## src/rtl/seq_game_pkg.sv

```systemverilog
// Shared types and constants for the sequence display controller.
// Holds the presentation FSM state type and the nibble-selection helper.
package seq_game_pkg;

  localparam int NUM_DIGITS = 5;
  localparam int NIBBLE_W   = 4;
  localparam int SEQ_W      = NUM_DIGITS * NIBBLE_W;

  typedef enum logic [1:0] {
    IDLE = 2'd0,
    SHOW = 2'd1,
    GAP  = 2'd2,
    DONE = 2'd3
  } disp_state_e;

  // The interval timer must hold the largest terminal count without wrapping.
  function automatic int timer_width(int ticks, int gap);
    return $clog2(((ticks > gap) ? ticks : gap) + 1);
  endfunction

  // Digit index 0 is the most significant nibble of the sequence.
  function automatic logic [NIBBLE_W-1:0] nibble_at(logic [SEQ_W-1:0] s, logic [2:0] idx);
    logic [SEQ_W-1:0] sh;
    sh = s >> (NIBBLE_W * (NUM_DIGITS - 1 - int'(idx)));
    return sh[NIBBLE_W-1:0];
  endfunction

endpackage

```

## src/rtl/seq_display_ctrl_if.sv

```systemverilog
// Bus between the sequence generator (master) and the display controller (slave).
// The replay request exists only when SEQ_DISP_REPLAY_EN is defined.
interface seq_display_ctrl_if;
  import seq_game_pkg::*;

  logic                new_seq;
  logic [SEQ_W-1:0]    seq;
  logic [NIBBLE_W-1:0] digit_out;
  logic                digit_valid;
  logic [2:0]          digit_idx;
  logic                busy;
  logic                done;

`ifdef SEQ_DISP_REPLAY_EN
  logic                replay;

  modport master (output new_seq, seq, replay,
                  input  digit_out, digit_valid, digit_idx, busy, done);
  modport slave  (input  new_seq, seq, replay,
                  output digit_out, digit_valid, digit_idx, busy, done);
`else
  modport master (output new_seq, seq,
                  input  digit_out, digit_valid, digit_idx, busy, done);
  modport slave  (input  new_seq, seq,
                  output digit_out, digit_valid, digit_idx, busy, done);
`endif

endinterface

```

## src/rtl/seq_disp_timer.sv

```systemverilog
// Interval counter: restarts from zero whenever not counting, flags when the
// count has reached the terminal value supplied by the controller.
module seq_disp_timer #(
  parameter int W = 1
) (
  input  logic         clk,
  input  logic         rst,
  input  logic         en_i,
  input  logic [W-1:0] last_i,
  output logic         expire_o
);

  logic [W-1:0] cnt_q, cnt_d;

  assign cnt_d = en_i ? cnt_q + W'(1) : '0;

  // NOTE: sequential state is written with <= so every flop samples pre-edge values.
  always_ff @(posedge clk) begin
    if (rst) cnt_q <= '0;
    else     cnt_q <= cnt_d;
  end

  assign expire_o = (cnt_q == last_i);

endmodule

```

## src/rtl/seq_display_ctrl.sv

```systemverilog
// Presents a latched 20-bit sequence one nibble at a time, MS nibble first.
// Optional replay of the last sequence is enabled by defining SEQ_DISP_REPLAY_EN.
module seq_display_ctrl
  import seq_game_pkg::*;
#(
  parameter int TICKS_PER_DIGIT = 50000000,
  parameter int GAP_TICKS       = 12500000
) (
  input logic              clk,
  input logic              rst,
  seq_display_ctrl_if.slave bus
);

  localparam int             TW        = timer_width(TICKS_PER_DIGIT, GAP_TICKS);
  localparam logic [TW-1:0]  SHOW_LAST = TW'(TICKS_PER_DIGIT - 1);
  localparam logic [TW-1:0]  GAP_LAST  = (GAP_TICKS > 0) ? TW'(GAP_TICKS - 1) : '0;
  localparam logic [2:0]     LAST_IDX  = 3'(NUM_DIGITS - 1);

  disp_state_e         state_q;
  logic [SEQ_W-1:0]    latched_q, latched_d;
  logic [NIBBLE_W-1:0] digit_q;
  logic [2:0]          idx_q;
  logic                valid_q, busy_q, done_q;
  logic                start, timer_en, timer_expire;
  logic [TW-1:0]       timer_last;

`ifdef SEQ_DISP_REPLAY_EN
  assign start = bus.new_seq | (bus.replay & (state_q == IDLE));
`else
  assign start = bus.new_seq;
`endif

  // A replay reuses the held sequence; only new_seq loads a fresh one.
  assign latched_d  = bus.new_seq ? bus.seq : latched_q;
  assign timer_last = (state_q == GAP) ? GAP_LAST : SHOW_LAST;
  assign timer_en   = ((state_q == SHOW) || (state_q == GAP)) && !timer_expire && !start;

  seq_disp_timer #(.W(TW)) u_timer (
    .clk      (clk),
    .rst      (rst),
    .en_i     (timer_en),
    .last_i   (timer_last),
    .expire_o (timer_expire)
  );

  always_ff @(posedge clk) begin
    if (rst) begin
      state_q   <= IDLE;
      latched_q <= '0;
      digit_q   <= '0;
      idx_q     <= '0;
      valid_q   <= 1'b0;
      busy_q    <= 1'b0;
      done_q    <= 1'b0;
    end else if (start) begin
      // Any start, including one mid-presentation, restarts cleanly from digit 0.
      state_q   <= SHOW;
      latched_q <= latched_d;
      idx_q     <= '0;
      digit_q   <= nibble_at(latched_d, 3'd0);
      valid_q   <= 1'b1;
      busy_q    <= 1'b1;
      done_q    <= 1'b0;
    end else begin
      case (state_q)
        IDLE: done_q <= 1'b0;
        SHOW: begin
          if (timer_expire) begin
            valid_q <= 1'b0;
            digit_q <= '0;
            if (GAP_TICKS > 0) begin
              state_q <= GAP;
            end else if (idx_q == LAST_IDX) begin
              state_q <= DONE;
              done_q  <= 1'b1;
            end else begin
              state_q <= SHOW;
              idx_q   <= idx_q + 3'd1;
              valid_q <= 1'b1;
              digit_q <= nibble_at(latched_q, idx_q + 3'd1);
            end
          end
        end
        GAP: begin
          if (timer_expire) begin
            if (idx_q == LAST_IDX) begin
              state_q <= DONE;
              done_q  <= 1'b1;
            end else begin
              state_q <= SHOW;
              idx_q   <= idx_q + 3'd1;
              valid_q <= 1'b1;
              digit_q <= nibble_at(latched_q, idx_q + 3'd1);
            end
          end
        end
        DONE: begin
          state_q <= IDLE;
          busy_q  <= 1'b0;
          done_q  <= 1'b0;
        end
        default: begin
          state_q <= IDLE;
          digit_q <= '0;
          idx_q   <= '0;
          valid_q <= 1'b0;
          busy_q  <= 1'b0;
          done_q  <= 1'b0;
        end
      endcase
    end
  end

  assign bus.digit_out   = digit_q;
  assign bus.digit_valid = valid_q;
  assign bus.digit_idx   = idx_q;
  assign bus.busy        = busy_q;
  assign bus.done        = done_q;

endmodule
```

## src/flat_wrapper.sv

```systemverilog
// flat-port wrapper written by rule: the top's interface ports become plain ports
module seq_display_ctrl_flat import seq_game_pkg::*;
#(
  parameter int TICKS_PER_DIGIT = 50000000,
  parameter int GAP_TICKS       = 12500000
)
  (clk, rst, bus_new_seq, bus_seq, bus_digit_out, bus_digit_valid, bus_digit_idx, bus_busy, bus_done);
  seq_display_ctrl_if bus_i ();
  input logic clk;
  input logic rst;
  input wire logic [$bits(bus_i.new_seq)-1:0] bus_new_seq;
  input wire logic [$bits(bus_i.seq)-1:0] bus_seq;
  output wire logic [$bits(bus_i.digit_out)-1:0] bus_digit_out;
  output wire logic [$bits(bus_i.digit_valid)-1:0] bus_digit_valid;
  output wire logic [$bits(bus_i.digit_idx)-1:0] bus_digit_idx;
  output wire logic [$bits(bus_i.busy)-1:0] bus_busy;
  output wire logic [$bits(bus_i.done)-1:0] bus_done;
  assign bus_i.new_seq = bus_new_seq;
  assign bus_i.seq = bus_seq;
  assign bus_digit_out = bus_i.digit_out;
  assign bus_digit_valid = bus_i.digit_valid;
  assign bus_digit_idx = bus_i.digit_idx;
  assign bus_busy = bus_i.busy;
  assign bus_done = bus_i.done;
  seq_display_ctrl #(.TICKS_PER_DIGIT(TICKS_PER_DIGIT), .GAP_TICKS(GAP_TICKS)) u_core (.clk(clk), .rst(rst), .bus(bus_i));
endmodule
```

## config.mk

```make
export PLATFORM = sky130hd
export DESIGN_NAME = seq_display_ctrl_flat
export DESIGN_NICKNAME = d
export VERILOG_FILES = /design/src/rtl/seq_game_pkg.sv /design/src/rtl/seq_display_ctrl_if.sv /design/src/rtl/seq_disp_timer.sv /design/src/rtl/seq_display_ctrl.sv /design/src/flat_wrapper.sv
export SDC_FILE = /design/constraint.sdc
export NUM_CORES = 1
export LEC_CHECK = 0
export ABC_AREA = 1
export BUFFER_PORTS_ARGS = -buffer_cell sky130_fd_sc_hd__buf_4
export CORE_AREA = 2 2 86 88
export CTS_CLUSTER_SIZE = 14
export DETAILED_ROUTE_END_ITERATION = 6
export DIE_AREA = 0 0 88 90
export GPL_TIMING_DRIVEN = 0
export HOLD_SLACK_MARGIN = 0.06
export SLEW_MARGIN = 15
export SYNTH_ARGS = -nofsm -noshare
export SYNTH_HDL_FRONTEND = slang
export SYNTH_SLANG_ARGS = --single-unit
```

## constraint.sdc

```tcl
create_clock -name clk -period 4.8 [get_ports clk]
set_input_delay 0.48 -clock clk [delete_from_list [all_inputs] [get_ports clk]]
set_output_delay 0.48 -clock clk [all_outputs]
set_load 0.005 [all_outputs]
```

==> results.cfg, run 1 <==
[layout]
diodes = 0
drive_gt1_share_pct = 14.8
final_common_cell = nor2_1
layout_common_cells = nor2_1, nand2_1, dfxtp_1, inv_1, buf_4
layout.nets = 519
area_growth_pct = 17.2

[timing]
maxSlewHeadroom_pct = 67.4
slew_viol_final = 0
whs_ps = 363
fin_tns_setup_ps = 0
hold_viol = 0
fin_ws_ps = 2610
post-route-period-util_pct = 45.7
rsz0062_at_grt = false
worst_pin_slew_ps = 487
max_freq_ghz = 0.456
post-route-min-period_ps = 2190
setup-violations-final = 0
clock_skew_ps = 6.99

[floorplan]
dieWidth_um = 88
start_util_pct = 43.2
fp.coreArea_sq_mm = 0.00702
dieHeight_um = 90
die-area_sq_mm = 0.00792
rows = 31
num_io_pins = 33

[route]
drtIter0Drc = 114
drc = 0
drt.antenna.violating_nets = 0
routed_wl_um = 7120
vias = 2850
via_per_inst = 4.82
drt-pass1-iter-count = 4
wire_per_inst_um = 12.1

[global_route]
grt_max_degree = 11
grt_pass1_vias = 2738
gr-usage-met3_pct = 4.87
grt_busiest_layer = met2
antenna_found_initial = 0
track_usage_pct = 19.6
grt_pass1_wl_um = 12400
grt-ovfl-total = 0
grt_util_met2_pct = 28.8
met1_usage_pct = 28.3

[critical_path]
critical-path-max-stage-delay_ps = 430
end_kind = register
crit_buf_inv = 2
critPathKind = reg -> reg
critPathTopFamily = simple AND/OR/NAND/NOR gates
path_cells = inv_1 > ha_1 > inv_1 > nand2_1 > nand2_1 > nand2_1 > nor2_1 > a21boi_0 > nand3_1 > nand2_1 > nor2_1
critical_path.most_common_cell = nand2_1
slowest_stage = dfxtp_1
worstPathArrival_ps = 2430
cp_max_fo = 10
worstPathRequired_ps = 5030
cp-start-kind = register

[synthesis]
avgSynthCellArea_sq_um = 6.80
synth-main-ff-cell = dfxtp_1
async_flop_share_pct = 0
synth_warnings = 0
syn_inst = 446
syn_area_sq_mm = 0.00303
synth_cell_types = 35
synth-edff-count = 0
synth.net_count = 476
ys_ff_latch = 58
synth-seq-area-share_pct = 38.3

[outcome]
outcome = complete, no violations

[power_and_ir_drop]
power_density_mw_per_mm2 = 287
ir_worst_vdd_mv = 0.134
power.leakage_uw = 0.00147

[clock_network]
clk_pin_slew_ps = 70
clkLatencyLatePin_ps = 330
post_cts.repair.setup_buffers = 0
numCtsBuffers = 9
ctsHtreeMaxLevel = 3
root_buffer = clkbuf_8
clock_path_buffers = 2
cts-resized-gates = 0
tritoncts = done
hold_buffers = 0
cts_sinks = 58

[placement]
numPortBuffers = 32
post-dp-hpwl_um = 5460
dp_slack_ps = 2640
gp_congestion = 0.914

[min_path]
hold_class = in -> reg

[job]
cap_violations = 0
state kept, by name, indices dropped and copies added, names as in the netlist:
register,cells
u_core.bus.busy,1
u_core.bus.digit_idx,3
u_core.bus.digit_out,4
u_core.bus.digit_valid,1
u_core.bus.done,1
u_core.latched_q,20
u_core.state_q,2
u_core.u_timer.cnt_q,26
per-layer routing:
layer	up-vias	routed length [um]
met5	-	0
met4	0	86
met3	9	280
met2	45	3040
met1	1277	3720
li1	1519	-
report_power, final:
part / internal [uW] / leakage, uW / switching (uW)
Clock: 194 / 0.0000810 / 186
Sequential: 504 / 0.000474 / 12.0
Combinational: 55.2 / 0.000911 / 68.2
Total: 753 / 0.00147 / 267
worst reg2reg max path: cells and delay by family, from the launching register on:
family                     cells  cell delay [ps]
AOI/OAI and AO/OA              1              250
adders and majority gates      1              410
buffers and inverters          2              260
DFF                            1              430
and+or+nand+nor                7              760
worst paths after layout:
path	start	to	slack (ps)	cells past startpoint
worst max-delay path	u_core.bus.digit_idx[0]	u_core.bus.digit_out[3]	2610	11
worst min-delay path	bus_seq[5]	u_core.latched_q[5]	360	3
worst max register to register	u_core.bus.digit_idx[0]	u_core.bus.digit_out[3]	2610	11
worst min register to register	u_core.latched_q[11]	u_core.latched_q[11]	450	2
synthesized netlist by cell type (all sizes together), types with 5 or more instances:
cell type | number | area share, %
a21oi | 26 | 4.3
buf | 5 | 1.2
clkbuf | 5 | 0.62
dfxtp | 58 | 38
ha | 7 | 2.9
inv | 55 | 6.8
nand2 | 89 | 12
nand3 | 24 | 4.6
nand4 | 8 | 1.7
nor2 | 101 | 13
nor3 | 7 | 1.9
o21ai | 31 | 5.1
o22ai | 7 | 1.4
xor2 | 10 | 2.9
per-stage QoR:
step,std cells,area [sq um],utilization [%],power (uW)
after global placement,577,3400,48.4,649
after floorplan,446,3030,-,602
after detailed placement,577,3400,48.4,650
final,591,3560,50.7,1020
after global routing,591,3560,50.7,1070
after CTS,591,3560,50.7,1030
area by class of cell:
| cell class | instances | area, sq um |
|---|---|---|
| clock inverters | 3 | 17.5 |
| inverters | 55 | 206 |
| well taps | 99 | 124 |
| flip-flops and latches | 58 | 1160 |
| multi-input cells | 323 | 1610 |
| repair buffers | 32 | 240 |
| fillers | 741 | 3460 |
| clock buffers | 11 | 141 |
| plain buffers | 10 | 53.8 |
cells by family after synthesis:
family	synth area share (%)
simple gates	35.0
xor+xnor	3.18
buf+inv	8.58
fa+ha+maj	2.89
flops	38.3
compound gates	12.0
Note: power is estimated with default switching activity, not from simulation.
==> inputs of run 2 (changes only) <==
==> constraint.sdc (replaced) <==
create_clock -name clk -period 2 [get_ports clk]
set_input_delay 0.2 -clock clk [delete_from_list [all_inputs] [get_ports clk]]
set_output_delay 0.2 -clock clk [all_outputs]
set_load 0.005 [all_outputs]
==> results.cfg, run 2 (same netlist as run 1, synthesis figures left out) <==
[outcome]
outcome = complete, no violations

[layout]
final_area_sq_mm = 0.00364
largest_register_ffs = 26
area_growth_pct = 19.9
diodes = 0
final_util_pct = 51.8
fillers = 736
layout.nets = 522
final_common_cell = nor2_1
top_register = u_core.u_timer.cnt_q
drive_gt1_share_pct = 17.4
layout_common_cells = nor2_1, nand2_1, dfxtp_1, inv_1, buf_4

[critical_path]
ff2ff_setup_slack_ps = 190
cp-startpoint = u_core.u_timer.cnt_q[0]
cp-start-kind = register
rr_worst_depth = 8
r2r-start = u_core.u_timer.cnt_q[0]
crit_path_end = u_core.u_timer.cnt_q[20]
r2r_end = u_core.u_timer.cnt_q[20]
critPathKind = reg -> reg
worstPathArrival_ps = 2040
cp_max_fo = 6
end_kind = register
worstPathRequired_ps = 2230

[route]
drtIter0Drc = 98
drc = 0
via_per_inst = 4.84
vias = 2876
drt-pass1-iter-count = 4
drt.antenna.violating_nets = 0
wire_per_inst_um = 12.2
routed_wl_um = 7240

[global_route]
grt_pass1_vias = 2739
antenna_found_initial = 0
grt-ovfl-total = 0
grt_pass1_wl_um = 12500
grt_max_degree = 11
track_usage_pct = 19.8

[job]
cap_violations = 0

[floorplan]
num_io_pins = 33
fp.coreArea_sq_mm = 0.00702
dieWidth_um = 88
rows = 31
die-area_sq_mm = 0.00792
start_util_pct = 43.2
dieHeight_um = 90

[timing]
post-route-min-period_ps = 1810
setup-violations-final = 0
maxSlewHeadroom_pct = 62.7
post-route-period-util_pct = 90.6
fin_tns_setup_ps = 0
slew_viol_final = 0
max_freq_ghz = 0.552
worst_pin_slew_ps = 558
fin_ws_ps = 189
hold_viol = 0
whs_ps = 79.2
rsz0062_at_grt = false
clock_skew_ps = 6.53

[clock_network]
clk_pin_slew_ps = 70
clkLatencyLatePin_ps = 340
clock_path_buffers = 2
hold_buffers = 0
numCtsBuffers = 9
root_buffer = clkbuf_8
cts_sinks = 58
tritoncts = done
ctsHtreeMaxLevel = 3

[placement]
gp_congestion = 0.914
post-dp-hpwl_um = 5460
placed_cell_area_sq_mm = 0.00340
numPortBuffers = 32
dp_slack_ps = -158

[power_and_ir_drop]
power.leakage_uw = 0.00148
ir_worst_vdd_mv = 0.331
power_density_mw_per_mm2 = 677

[min_path]
hold_class = in -> reg
-- run 2: changes by cell type in the layout (fill, tap and decap cells not counted), sizes merged --
cell      change
buf           +3
inv           -1
clkinvlp      +1
-- run 2: metrics by stage --
stage               cells  total power, uW
finish                594             2460
global route          594             2570
CTS                   591             2480
detailed placement    577             1560
global placement      577             1560
floorplan             446             1450
-- run 2: repair_timing --
item	in CTS	in global routing
gates resized for setup	4	13
buffers inserted	0	3
setup endpoints to repair	4	30
pin swaps	0	3
-- run 2: cell type report --
| cell class | count | area, sq um | area share (%) |
|---|---|---|---|
| Sequential cell | 58 | 1170 | 32.1 |
| Inverter | 55 | 210 | 5.78 |
| Clock buffer | 11 | 141 | 3.89 |
| Buffer | 10 | 61.3 | 1.69 |
| Clock inverter | 3 | 17.5 | 0.482 |
| Tap cell | 99 | 124 | 3.41 |
| Timing Repair Buffer | 35 | 263 | 7.22 |
| Multi-Input combinational cell | 323 | 1650 | 45.5 |
-- run 2: where the power goes --
part	switching (uW)	total (uW)	internal [uW]
registers	29.0	1240	1210
logic	167	303	136
clock network	458	923	465
total	654	2460	1810
-- run 2: routing by layer --
layer	global-route usage, %	share of wire (%)	vias to the layer above
li1	-	-	1520
met1	28.7	52	1296
met2	28.9	43	54
met3	4.87	3.6	6
met4	5.64	0.70	0
met5	0	0	-
-- run 2: how the worst min path moves through the flow --
stage / startpoint / end / slack, ps / cells after the start
global placement: bus_seq[0] / u_core.latched_q[0] / 420 / 3
floorplan: rst / u_core.bus.busy / 270 / 1
finish: bus_seq[2] / u_core.latched_q[2] / 80 / 3
global route: rst / u_core.bus.busy / 90 / 2
detailed placement: bus_seq[9] / u_core.latched_q[9] / 430 / 3
CTS: bus_seq[2] / u_core.latched_q[2] / 70 / 3
-- run 2: worst max-delay path, cell delays in order, from the launching register on --
cell and delay, ps:
dfxtp_1 410, ha_2 290, nand2_1 120, nor3_4 220, nand2_1 140, nor2_2 180, nand4_1 130, xor2_1 180
nor2_2 40
==> inputs of run 3 (changes only) <==
--- a/config.mk
+++ b/config.mk
@@ -5,12 +5,11 @@
 export SDC_FILE = /design/constraint.sdc
 export NUM_CORES = 1
 export LEC_CHECK = 0
-export ABC_AREA = 1
 export BUFFER_PORTS_ARGS = -buffer_cell sky130_fd_sc_hd__buf_4
-export CORE_AREA = 2 2 86 88
+export CORE_AREA = 5 5 86 88
 export CTS_CLUSTER_SIZE = 14
 export DETAILED_ROUTE_END_ITERATION = 6
-export DIE_AREA = 0 0 88 90
+export DIE_AREA = 0 0 91 93
 export GPL_TIMING_DRIVEN = 0
 export HOLD_SLACK_MARGIN = 0.06
 export SLEW_MARGIN = 15
==> constraint.sdc (replaced) <==
create_clock -name clk -period 2.17 [get_ports clk]
set_input_delay 0.217 -clock clk [delete_from_list [all_inputs] [get_ports clk]]
set_output_delay 0.217 -clock clk [all_outputs]
set_load 0.005 [all_outputs]
==> results.cfg, run 3 <==
[synthesis]
synth_cell_types = 48
avgSynthCellArea_sq_um = 8.96
syn_inst = 321
synth_area_leaders = dfxtp_1, mux2i_1, nor2_1
ys_ff_latch = 58
synth.net_count = 351
synth-edff-count = 0
synth_commonest_cells = dfxtp_1, nor2_1, mux2i_1
synth_top_area_share_pct = 40.3
synth-seq-area-share_pct = 40.3
synth-main-ff-cell = dfxtp_1
synth_warnings = 0
yosysTopAreaCell = dfxtp_1
async_flop_share_pct = 0
syn_area_sq_mm = 0.00288
yosysMostFrequentCell = dfxtp_1

[critical_path]
worstPathRequired_ps = 2440
worstPathArrival_ps = 2400
end_kind = register
cp_max_fo = 6
ff2ff_setup_slack_ps = 40
r2r-start = u_core.u_timer.cnt_q[7]
cp-start-kind = register
critPathKind = reg -> reg
rr_worst_depth = 5
r2r_end = u_core.bus.digit_idx[2]

[timing]
maxSlewHeadroom_pct = 50.1
post-route-period-util_pct = 98.4
slew_viol_final = 0
whs_ps = 114
setup-violations-final = 0
max_freq_ghz = 0.468
fin_ws_ps = 35.2
worst_pin_slew_ps = 748
clock_skew_ps = 6.81
post-route-min-period_ps = 2130
hold_viol = 0

[clock_network]
cts_sinks = 58
clkLatencyLatePin_ps = 340
tritoncts = done
clock_path_buffers = 2
root_buffer = clkbuf_8
clk_pin_slew_ps = 70
hold_buffers = 0
numCtsBuffers = 9
ctsHtreeMaxLevel = 3

[layout]
diodes = 0
layout_common_cells = nor2_1, dfxtp_1, buf_4, mux2i_1, nor3_1
final_area_sq_mm = 0.00364
fillers = 613
top_register = u_core.u_timer.cnt_q
area_growth_pct = 26.6
layout.nets = 405
final_common_cell = nor2_1
drive_gt1_share_pct = 23.4
largest_register_ffs = 26

[min_path]
min_from = bus_seq[9]
holdPathStages = 3
hold_class = in -> reg
hold_path_end = u_core.latched_q[9]

[power_and_ir_drop]
power.leakage_uw = 0.00135
power_density_mw_per_mm2 = 667
ir_worst_vdd_mv = 0.465

[route]
drtIter0Drc = 58
vias = 2349
drc = 0
wire_per_inst_um = 14.3
via_per_inst = 5.11
drt.antenna.violating_nets = 0
routed_wl_um = 6590
drt-pass1-iter-count = 4

[placement]
numPortBuffers = 31
placed_cell_area_sq_mm = 0.00321
gp_congestion = 0.826
post-dp-hpwl_um = 4660
dp_slack_ps = -478

[global_route]
track_usage_pct = 16.0
grt_max_degree = 11
grt-ovfl-total = 0
grt_pass1_vias = 2274
grt_pass1_wl_um = 10900
antenna_found_initial = 0

[floorplan]
num_io_pins = 33
start_util_pct = 43.8
fp.coreArea_sq_mm = 0.00657
die-area_sq_mm = 0.00846
rows = 30
dieHeight_um = 93
dieWidth_um = 91

[job]
cap_violations = 0

[outcome]
outcome = complete, no violations
-- run 3: cell count changes after synthesis, moves of 5 or more --
cell | before | now
clkbuf_1 | 5 | 11
mux2i_1 | 0 | 26
nand3_1 | 20 | 13
nor2_2 | 5 | 0
a21oi_1 | 26 | 5
nor3_1 | 4 | 19
a211oi_2 | 0 | 5
inv_1 | 53 | 12
xnor2_1 | 1 | 15
o21ai_0 | 31 | 6
nand2_1 | 85 | 14
nor2_1 | 94 | 56
o22ai_1 | 7 | 2
-- run 3: cells by family after synthesis --
kind of cell	synth area share, %
compound gates	10.1
xor+xnor	7.91
simple gates	25.0
buf+inv	4.13
flops	40.3
mux	9.43
fa+ha+maj	3.04
-- run 3: final cells by class --
type	count	area [sq um]	share of cell area (%)
clock inverters	5	52.6	1.44
well taps	80	100	2.75
multi-input cells	233	1690	46.3
plain buffers	15	90.1	2.47
inverters	12	45.0	1.24
flip-flops and latches	58	1170	32.0
repair buffers	46	349	9.58
clock buffers	11	151	4.16
-- run 3: layer usage --
layer / GRT usage, % / wire length (um) / vias up
met5: 0 / 0 / -
met4: 5.75 / 81 / 0
met3: 5.95 / 281 / 9
met2: 25.6 / 3170 / 31
met1: 19.6 / 3050 / 1079
li1: - / - / 1230
-- run 3: repair_timing --
action / CTS / global route
gates resized for setup: 18 / 10
pin swaps: 6 / 7
setup buffers: 6 / 9
endpoints found under the setup margin: 37 / 31
-- run 3: report_power, final --
group / switching (uW) / internal, uW / leakage (uW)
Combinational: 142 / 138 / 0.000774
Clock: 429 / 586 / 0.000105
Sequential: 28.0 / 1110 / 0.000475
Total: 599 / 1830 / 0.00135
-- run 3: critical path: stages (launching register included) --
cell       delay, ps
dfxtp_4          360
or4b_1           520
or4_4            590
a2111oi_4        410
nand3b_1         110
o21ai_1           80
-- run 3: metrics by stage --
stage / TNS, ps / utilization [%] / total power, uW / std cells
finish: 0 / 55.5 / 2430 / 460
CTS: -11.6 / 53.8 / 2450 / 452
global placement: -10790 / 48.9 / 1410 / 432
global route: -120 / 55.5 / 2560 / 460
floorplan: -909 / - / 1320 / 321
detailed placement: -11240 / 48.9 / 1410 / 432
-- run 3: worst max path at each step --
stage	to	start	cells after the start	slack [ps]
final	u_core.bus.digit_idx[2]	u_core.u_timer.cnt_q[7]	5	40
after global placement	u_core.bus.digit_out[2]	u_core.bus.digit_idx[0]	9	-510
after detailed placement	u_core.bus.digit_out[2]	u_core.bus.digit_idx[0]	9	-480
after global routing	u_core.state_q[1]	u_core.state_q[0]	9	-80
after floorplan	u_core.u_timer.cnt_q[2]	u_core.state_q[0]	10	-50
after CTS	u_core.bus.digit_idx[2]	u_core.u_timer.cnt_q[7]	5	-10
